--- config.mk ---
export PLATFORM = sky130hd
export DESIGN_NAME = text_buffer_arbiter
export DESIGN_NICKNAME = d
export VERILOG_FILES = /design/src/rtl/text_buffer_arbiter.sv
export SDC_FILE = /design/constraint.sdc
export NUM_CORES = 1
export LEC_CHECK = 0
export ABC_AREA = 1
export CAP_MARGIN = 10
export CORE_MARGIN = 2
export CORE_UTILIZATION = 51
export CTS_CLUSTER_SIZE = 28
export DETAILED_ROUTE_END_ITERATION = 8
export GPL_TIMING_DRIVEN = 0
export HOLD_SLACK_MARGIN = 0.02
export PLACE_DENSITY = 0.86
export SLEW_MARGIN = 20
export SYNTH_ARGS = -nofsm -noshare
export SYNTH_HDL_FRONTEND = slang
export SYNTH_SLANG_ARGS = --single-unit
--- constraint.sdc ---
create_clock -name i_clk -period 2.4 [get_ports i_clk]
set_input_delay 0.24 -clock i_clk [delete_from_list [all_inputs] [get_ports i_clk]]
set_output_delay 0.24 -clock i_clk [all_outputs]
set_load 0.01 [all_outputs]
--- src/rtl/text_buffer_arbiter.sv ---
// Character RAM port arbiter: video fetch > clear sweep > external writer.
// Optional macro TEXT_BUFFER_ARBITER_SCROLL_EN adds a per-frame fetch row scroll.
module text_buffer_arbiter #(
  parameter int unsigned COLS       = 240,
  parameter int unsigned ROWS       = 135,
  parameter logic [15:0] CLEAR_CHAR = 16'h2070
) (
  input  logic        i_clk,
  input  logic        i_rst,
  input  logic [8:0]  i_bx,
  input  logic [8:0]  i_by,
  input  logic [2:0]  i_px_lo,
  input  logic        i_offscreen,
  output logic [15:0] o_char,
  output logic [14:0] o_mem_addr,
  output logic        o_mem_we,
  output logic [15:0] o_mem_wdata,
  input  logic [15:0] i_mem_rdata,
  input  logic        i_wr_valid,
  output logic        o_wr_ready,
  input  logic [7:0]  i_wr_col,
  input  logic [7:0]  i_wr_row,
  input  logic [15:0] i_wr_data,
  output logic        o_wr_err,
`ifdef TEXT_BUFFER_ARBITER_SCROLL_EN
  input  logic [7:0]  i_scroll_row,
`endif
  input  logic        i_clear_req,
  output logic        o_clear_busy
);

  localparam int unsigned CELLS = COLS * ROWS;

  typedef enum logic {IDLE, CLEAR} state_e;

  state_e      state_q, state_d;
  logic [14:0] clr_cnt_q, clr_cnt_d;
  logic [14:0] addr_q, addr_d;
  logic        we_q, we_d;
  logic [15:0] wdata_q, wdata_d;
  logic        err_q, err_d;
  logic        busy_q, busy_d;
  logic [15:0] char_q, char_d;
  logic        fetch_p1_q, fetch_p2_q;
  logic        fetch_slot_c;
  logic        wr_oor_c;
  logic        wr_xfer_c;
  logic [8:0]  fetch_row_c;

  function automatic logic [14:0] cell_addr(input logic [8:0] row, input logic [8:0] col);
    return 15'(row) * 15'(COLS) + 15'(col);
  endfunction

  assign fetch_slot_c = (i_px_lo == 3'd0) && (i_bx < 9'(COLS)) && !i_offscreen;
  assign wr_oor_c     = ({1'b0, i_wr_col} >= 9'(COLS)) || ({1'b0, i_wr_row} >= 9'(ROWS));
  assign o_wr_ready   = !fetch_slot_c && (state_q == IDLE);
  assign wr_xfer_c    = i_wr_valid && o_wr_ready;

`ifdef TEXT_BUFFER_ARBITER_SCROLL_EN
  logic [7:0] scroll_q, scroll_d;
  logic       off_q;
  logic [9:0] row_sum_c;

  // Scroll latched once per frame on the first blanking cycle, clamped into range.
  always_comb begin
    scroll_d = scroll_q;
    if (i_offscreen && !off_q) begin
      scroll_d = ({1'b0, i_scroll_row} >= 9'(ROWS)) ? 8'(ROWS - 1) : i_scroll_row;
    end
    row_sum_c   = 10'(i_by) + 10'(scroll_q);
    fetch_row_c = (row_sum_c >= 10'(ROWS)) ? 9'(row_sum_c - 10'(ROWS)) : 9'(row_sum_c);
  end

  always_ff @(posedge i_clk or posedge i_rst) begin
    if (i_rst) begin
      scroll_q <= '0;
      off_q    <= 1'b0;
    end else begin
      scroll_q <= scroll_d;
      off_q    <= i_offscreen;
    end
  end
`else
  assign fetch_row_c = i_by;
`endif

  // Port arbitration and clear-sweep FSM.
  always_comb begin
    state_d   = state_q;
    clr_cnt_d = clr_cnt_q;
    addr_d    = addr_q;
    we_d      = 1'b0;
    wdata_d   = wdata_q;
    err_d     = 1'b0;
    char_d    = char_q;

    if (fetch_p2_q) begin
      char_d = i_mem_rdata;
    end

    if (fetch_slot_c) begin
      addr_d = cell_addr(fetch_row_c, i_bx);
    end else if (state_q == CLEAR) begin
      addr_d  = clr_cnt_q;
      we_d    = 1'b1;
      wdata_d = CLEAR_CHAR;
      if (clr_cnt_q == 15'(CELLS - 1)) begin
        state_d = IDLE;
      end else begin
        clr_cnt_d = clr_cnt_q + 15'd1;
      end
    end else if (wr_xfer_c) begin
      err_d = wr_oor_c;
      if (!wr_oor_c) begin
        addr_d  = cell_addr({1'b0, i_wr_row}, {1'b0, i_wr_col});
        wdata_d = i_wr_data;
        we_d    = 1'b1;
      end
    end

    // A writer transfer in the same cycle still completes; the sweep follows it.
    if ((state_q == IDLE) && i_clear_req) begin
      state_d   = CLEAR;
      clr_cnt_d = '0;
    end

    busy_d = (state_d == CLEAR);
  end

  always_ff @(posedge i_clk or posedge i_rst) begin
    if (i_rst) begin
      state_q    <= IDLE;
      clr_cnt_q  <= '0;
      addr_q     <= '0;
      we_q       <= 1'b0;
      wdata_q    <= '0;
      err_q      <= 1'b0;
      busy_q     <= 1'b0;
      char_q     <= '0;
      fetch_p1_q <= 1'b0;
      fetch_p2_q <= 1'b0;
    end else begin
      state_q    <= state_d;
      clr_cnt_q  <= clr_cnt_d;
      addr_q     <= addr_d;
      we_q       <= we_d;
      wdata_q    <= wdata_d;
      err_q      <= err_d;
      busy_q     <= busy_d;
      char_q     <= char_d;
      fetch_p1_q <= fetch_slot_c;
      fetch_p2_q <= fetch_p1_q;
    end
  end

  assign o_char       = char_q;
  assign o_mem_addr   = addr_q;
  assign o_mem_we     = we_q;
  assign o_mem_wdata  = wdata_q;
  assign o_wr_err     = err_q;
  assign o_clear_busy = busy_q;

endmodule

==> impl_results.md, run 1 <==
- Hold-fix buffers, CTS: 0
- Fill cells: 663
- Clock transition at path regs: 0.07 ns
- WHS: 0.252 ns
- Failing checks: negative setup slack
- Pre-Repair DR Iteration Count: 5
- Synth Area per Inst: 7.98 µm²
- Routed length per instance: 16.4 µm
- Routed Antenna Nets: 0
- Status: finished, violations left
- Post-Syn Area: 0.00541 mm²
- Required time worst endpoint: 2.69 ns
- Post-Synthesis Cells: 678
- Clk_lat worst skew: 0.35 ns
- Top-area cell type share of the netlist area: 31.0%
- Final Critical Period: 3.08 ns
- Placed insts: 939
- Part of the cycle the worst path needs: 128%
- DR vias: 5313
- Number of synthesized flops with an enable pin: 0
- # Max-Cap Violations: 0
- Pleak: 3.57 nW
- TritonCTS clock tree: built
- VDD IR-drop max: 0.514 mV
- Max-slew violations: 0
- Syn nets: 820
- Total CTS buffers: 9
- Distinct cell type count after synthesis: 46
- Vias in the first global route: 5369
- I/O pins: 125
- Crit path capture type: flop
- # H-tree levels: 3
- Most frequent cell after synthesis: nand2_1
- Height of the chip: 107 µm
- # setup viols final: 8
- Post-synth top cells: nand2_1 (148), inv_1 (125), dfrtp_1 (67), nand3_1 (49), nor2_1 (45)
- Hpwl dp: 11400 µm
- Most used DFF post-synth: dfrtp_1
- Pwr per Cell Area: 876 mW/mm²
- Total gr overflow: 0
- Worst slew pin tran: 0.485 ns
- IO buf count: 124
- Clock root cell: clkbuf_8
- Reg2Reg Depth: 9
- Wirelength, routed: 15900 µm
- Fin nets: 972
- Die W: 107 µm
- RR Endpoint: clr_cnt_q[12]$_DFFE_PP0P_
- Hold Fails Final Rpt: 0
- Max_slew headroom: 67.6%
- Residual DRC: 0
- RSZ-0062 raised after global routing: yes
- Clk sinks: 67
- Crit Path Class: primary input to flop
- Initial core utilization: 52.4%
- CP arrival: 3.37 ns
- FP Rows: 37
- First-pass GRT wire length: 24800 µm
- Post-route setup slack: -0.682 ns
- Worst Hold Class: primary input to asynchronous set/reset pin
- Die area: 0.0114 mm²
- Area growth from synthesis to layout: 40.9%
- Crit path max fanout: 4
- Post-synthesis sequential area ratio: 31.0%
- FMAX: 324 MHz
- Final Skew: 0.00338 ns
- Layout cells sized above 1: 20.6%
- Total track usage: 27.3%
- CP Launch Type: primary input
- Synthesis-stage register bit count: 67
- Largest net degree at the start of global routing: 36
- Core area: 0.0103 mm²
- Ant diodes: 0
- Routability Congestion: 0.894
- Final Non-Filler Cells: 969
- Initial DRC count: 349
- Ys async rst share: 100%
- Via-to-Cell Ratio: 5.48
- Reg2Reg Setup Slack: 0.55 ns
- R2r startpoint: clr_cnt_q[0]$_DFFE_PP0P_
- Ys Warns: 0
- Initial antenna violation count: 0
- Top post-synthesis cells by area: dfrtp_1 (31%), fa_1 (11%), nand2_1 (10%)
- CTS Buffer Depth: 2
- Cell taking the most area after synthesis: dfrtp_1
[cells in the final DEF, fill, tap and decap left out, types with 5 or more instances in the layout]
master | netlist | layout
clkbuf_8 | 0 | 11
nand2_4 | 2 | 5
o21ai_0 | 36 | 31
nand4_1 | 9 | 9
a21oi_2 | 2 | 10
ha_4 | 0 | 12
nor2_1 | 45 | 39
dfrtp_1 | 67 | 67
mux2_2 | 16 | 16
nand3_1 | 49 | 41
nor3_1 | 7 | 6
buf_2 | 5 | 6
a41oi_1 | 6 | 6
nand3b_1 | 5 | 5
inv_2 | 3 | 15
buf_6 | 2 | 9
nand3_2 | 2 | 8
clkdlybuf4s50_1 | 0 | 111
ha_1 | 38 | 26
nand2_2 | 9 | 20
inv_1 | 125 | 109
xor2_1 | 5 | 5
nand2_1 | 148 | 134
a21oi_1 | 24 | 14
fa_1 | 30 | 28
buf_4 | 1 | 15
nor2_4 | 2 | 8
[registers in the layout, summed over array words and instances (netlist names)]
name          count
o_char           16
o_mem_wdata      16
clr_cnt_q        15
o_mem_addr       15
fetch_p1_q        1
fetch_p2_q        1
o_clear_busy      1
o_mem_we          1
o_wr_err          1
[through the flow]
step / cell area (µm²) / setup TNS (ns) / utilization (%) / setup WS [ns] / power, W
floorplan: 5450 / -4.20 / - / -0.711 / 0.00371
global placement: 6870 / -47.89 / 66.5 / -1.43 / 0.00471
detailed placement: 6890 / -13.18 / 66.7 / -1.55 / 0.00488
CTS: 7320 / -3.96 / 70.9 / -0.633 / 0.00620
global route: 7620 / -5.00 / 73.8 / -0.822 / 0.00711
finish: 7620 / -4.17 / 73.8 / -0.682 / 0.00667
[power by group]
group / switching (W) / internal, W / leakage (nW)
Sequential: 0.000225 / 0.00143 / 0.850
Clock: 0.000412 / 0.000631 / 0.109
Combinational: 0.00221 / 0.00177 / 2.61
[area by class of cell]
| cell class | count | area [µm²] | area share, % |
|---|---|---|---|
| Multi-Input combinational cell | 470 | 3580 | 47.0 |
| Sequential cell | 67 | 1680 | 22.0 |
| Timing Repair Buffer | 142 | 1410 | 18.5 |
| Inverter | 129 | 499 | 6.55 |
| Tap cell | 136 | 170 | 2.23 |
| Clock buffer | 12 | 155 | 2.04 |
| Buffer | 11 | 68.8 | 0.903 |
| Clock inverter | 2 | 60.1 | 0.788 |
[worst max-delay path, stage by stage]
cell,delay (ns)
buf_8,0.10
fa_1,0.52
fa_1,0.54
inv_2,0.05
fa_1,0.51
inv_2,0.05
ha_4,0.29
nand2_2,0.05
nand2_2,0.11
a21oi_4,0.06
nor2_4,0.16
nand3_4,0.11
nor2_4,0.11
nand2_1,0.08
nand2_1,0.08
nand3_1,0.06
nand2_1,0.09
nor2_1,0.06
nor2_1,0.09
[timing repair]
action,CTS,global route
buffers inserted,9,9
endpoints found under the setup margin,9,10
gates resized for setup,80,61
pin swaps,38,47
endpoints found under the hold margin,0,0
[how the worst max path moves through the flow]
stage                                       endpoint  cells past startpoint        start  slack (ns)
after floorplan           o_mem_addr[14]$_DFFE_PP0P_                     17  i_wr_row[0]       -0.71
after global placement    o_mem_addr[14]$_DFFE_PP0P_                     18  i_wr_row[0]       -1.43
after detailed placement  o_mem_addr[14]$_DFFE_PP0P_                     18  i_wr_row[0]       -1.55
after CTS                 o_mem_addr[13]$_DFFE_PP0P_                     19      i_by[2]       -0.63
after global routing      o_mem_addr[14]$_DFFE_PP0P_                     19  i_wr_row[0]       -0.82
final                     o_mem_addr[14]$_DFFE_PP0P_                     19  i_wr_row[0]       -0.68
[cells by family (layout without fill, tap and decap cells)]
group	Yosys count	after routing	share of synthesized area, %
AND/OR/NAND/NOR	293	293	24.8
flip-flops	67	67	31.0
AO/OA/AOI/OAI	83	83	9.05
adder cells (fa/ha/maj)	68	68	19.9
multiplexers	16	16	3.33
XOR/XNOR	10	10	1.62
buffers and inverters	141	296	10.3
[layer usage]
layer	track usage [%]	vias to the layer above	wire length (µm)
met1	30.3	2539	5990
met5	0	-	0
li1	-	2462	-
met3	4.92	57	1100
met2	50.2	255	8180
met4	12.9	0	638
Note: power is estimated with default switching activity, not from simulation.
==> run 2, diff against run 1 <==
--- a/config.mk
+++ b/config.mk
@@ -8,12 +8,12 @@
 export ABC_AREA = 1
 export CAP_MARGIN = 10
 export CORE_MARGIN = 2
-export CORE_UTILIZATION = 51
+export CORE_UTILIZATION = 48
 export CTS_CLUSTER_SIZE = 28
 export DETAILED_ROUTE_END_ITERATION = 8
 export GPL_TIMING_DRIVEN = 0
-export HOLD_SLACK_MARGIN = 0.02
-export PLACE_DENSITY = 0.86
+export HOLD_SLACK_MARGIN = 0.1
+export PLACE_DENSITY = 0.82
 export SLEW_MARGIN = 20
 export SYNTH_ARGS = -nofsm -noshare
 export SYNTH_HDL_FRONTEND = slang
==> run 2 against run 1 <==
Worst hold slack got worse by 0.0074 ns. Design area fell by 0.18%. Clock power rose by 27%. Highest routed layer unchanged. Routed wire length fell by 8.9%. Die area rose by 6.0%. Final cell count rose by 0.72%. Register-to-register slack improved by 0.03 ns. Flip-flop and latch count did not move. Count of clock-buffer cells in the layout fell by 2. Global-route usage fell by 2.5 points. The flow still finishes with violations (negative setup slack). Via count fell by 4.1%. Non-clock buffer count rose by 1.
==> impl_results.md, run 2 (synthesis results as in run 1) <==
- RSZ-0062 raised after global routing: yes (unchanged)
- Vias in the first global route: 4999 (was 5369)
- Routability Congestion: 0.915 (was 0.894)
- Fin nets: 973 (was 972)
- I/O pins: 125 (unchanged)
- DR vias: 5095 (was 5313)
- Ant diodes: 0 (unchanged)
- CTS Buffer Depth: 2 (unchanged)
- Final Skew: 0.00625 ns (was 0.00338 ns)
- Pleak: 3.59 nW (was 3.57 nW)
- Initial DRC count: 296 (was 349)
- Pwr per Cell Area: 881 mW/mm² (was 876 mW/mm²)
- Routed length per instance: 14.9 µm (was 16.4 µm)
- Status: finished, violations left (unchanged)
- Routed Antenna Nets: 0 (unchanged)
- FP Rows: 38 (was 37)
- WHS: 0.245 ns (was 0.252 ns)
- Most common cell after layout, fill and taps aside: nand2_1 (unchanged)
- FMAX: 331 MHz (was 324 MHz)
- # setup viols final: 8 (unchanged)
- # H-tree levels: 3 (unchanged)
- Via-to-Cell Ratio: 5.22 (was 5.48)
- CP Launch Type: primary input (unchanged)
- Commonest non-fill, non-tap cells in the layout: nand2_1 (139), inv_1 (112), clkdlybuf4s50_1 (112) (was nand2_1 (134), clkdlybuf4s50_1 (111), inv_1 (109))
- Worst Hold Class: primary input to asynchronous set/reset pin (unchanged)
- Hpwl dp: 10900 µm (was 11400 µm)
- Total track usage: 24.7% (was 27.3%)
- Max-slew violations: 0 (unchanged)
- Height of the chip: 110 µm (was 107 µm)
- Largest net degree at the start of global routing: 41 (was 36)
- Hold Fails Final Rpt: 0 (unchanged)
- Die area: 0.0121 mm² (was 0.0114 mm²)
- Worst slew pin tran: 0.420 ns (was 0.485 ns)
- Initial core utilization: 49.5% (was 52.4%)
- Die W: 110 µm (was 107 µm)
- Part of the cycle the worst path needs: 126% (was 128%)
- Clk sinks: 67 (unchanged)
- Residual DRC: 0 (unchanged)
- Clock transition at path regs: 0.06 ns (was 0.07 ns)
- Crit Path Class: primary input to flop (unchanged)
- First-pass GRT wire length: 23300 µm (was 24800 µm)
- Total gr overflow: 0 (unchanged)
- Wirelength, routed: 14500 µm (was 15900 µm)
- Setup WS pre-CTS: -1.54 ns (was -1.55 ns)
- Area growth from synthesis to layout: 40.6% (was 40.9%)
- Crit path capture type: flop (unchanged)
- VDD IR-drop max: 0.607 mV (was 0.514 mV)
- Initial antenna violation count: 0 (unchanged)
- Fin Setup TNS: -4.30 ns (was -4.17 ns)
- Failing checks: negative setup slack (unchanged)
- Hold-fix buffers, CTS: 0 (unchanged)
- Fill cells: 811 (was 663)
- Pre-Repair DR Iteration Count: 5 (unchanged)
- TritonCTS clock tree: built (unchanged)
- IO buf count: 124 (unchanged)
- Clock root cell: clkbuf_16 (was clkbuf_8)
- Final Critical Period: 3.02 ns (was 3.08 ns)
- Total CTS buffers: 9 (unchanged)
- Total power: 0.00670 W (was 0.00667 W)
- Clk_lat worst skew: 0.33 ns (was 0.35 ns)
- # Max-Cap Violations: 0 (unchanged)
- Required time worst endpoint: 2.66 ns (was 2.69 ns)
- Crit path max fanout: 4 (unchanged)
- CP arrival: 3.28 ns (was 3.37 ns)
- Core area: 0.0109 mm² (was 0.0103 mm²)
- Layout cells sized above 1: 19.1% (was 20.6%)
- Post-route setup slack: -0.617 ns (was -0.682 ns)
- Max_slew headroom: 72.0% (was 67.6%)
-- run 2: cell count changes in the layout (fill, tap and decap cells not counted), moves of 4 or more --
cell,delta
clkbuf_16,+9
nor2_4,-4
buf_4,+4
clkbuf_8,-10
nand2_1,+5
nor2_2,+6
nand2_2,-5
-- run 2: worst max-delay path, cell delays in order --
cell and delay, ns:
buf_8 0.10, fa_1 0.51, fa_1 0.57, inv_2 0.05
fa_2 0.52, inv_2 0.04, ha_4 0.29, nand3_2 0.08
nand2_2 0.12, nand2_4 0.07, nand2_4 0.07, nand2_2 0.06
nor2_2 0.11, nand4_1 0.09, nand2_1 0.07, inv_1 0.04
nor2_2 0.11, nor2_2 0.04, nor2_1 0.08
-- run 2: per-stage QoR --
stage	instance area [µm²]	util, %	std cells
final	7600	69.5	976
after global routing	7600	69.5	976
after CTS	7440	68.0	971
after detailed placement	6890	63.0	943
after global placement	6870	62.8	942
after floorplan	5450	-	678
-- run 2: power by group --
part	switching, W	internal (W)	total (W)	leakage [nW]
Sequential	0.000213	0.00143	0.00164	0.850
Clock	0.000489	0.000831	0.00132	0.148
Combinational	0.00204	0.00170	0.00374	2.59
-- run 2: layer usage --
metal,wire length (µm),track usage [%],vias to the layer above
met2,7160,45.4,196
met1,5800,28.7,2407
met3,1160,4.88,34
met5,0,0,-
met4,383,8.30,0
li1,-,-,2458
-- run 2: cell type report --
cell class                      count  area [µm²]  area share [%]
Clock buffer                       10         239            3.14
Clock inverter                      6        65.1           0.856
Multi-Input combinational cell    470        3480            45.8
Buffer                             11        68.8           0.905
Inverter                          129         494            6.50
Tap cell                          140         175            2.30
Timing Repair Buffer              143        1400            18.5
Sequential cell                    67        1680            22.0
-- run 2: repair_timing --
action                                 in CTS  in global routing
pin swaps                                  35                 21
setup endpoints to repair                   9                 24
resized for setup                          81                 32
cloned                                      0                  0
endpoints found under the hold margin       0                  0
buffers inserted                           13                  5
-- run 2: worst paths after layout --
check / from / to / slack [ns] / depth (start not counted)
worst max-delay path: i_by[2] / o_mem_addr[14]$_DFFE_PP0P_ / -0.62 / 19
worst min-delay path: i_rst / o_char[5]$_DFFE_PP0P_ / 0.25 / 2
worst max register to register: clr_cnt_q[0]$_DFFE_PP0P_ / clr_cnt_q[12]$_DFFE_PP0P_ / 0.58 / 9
worst min register to register: fetch_p1_q$_DFF_PP0_ / fetch_p2_q$_DFF_PP0_ / 0.35 / 0
max in group asynchronous: i_rst / o_mem_addr[8]$_DFFE_PP0P_ / 1.62 / 3
min in group i_clk: fetch_p1_q$_DFF_PP0_ / fetch_p2_q$_DFF_PP0_ / 0.35 / 0
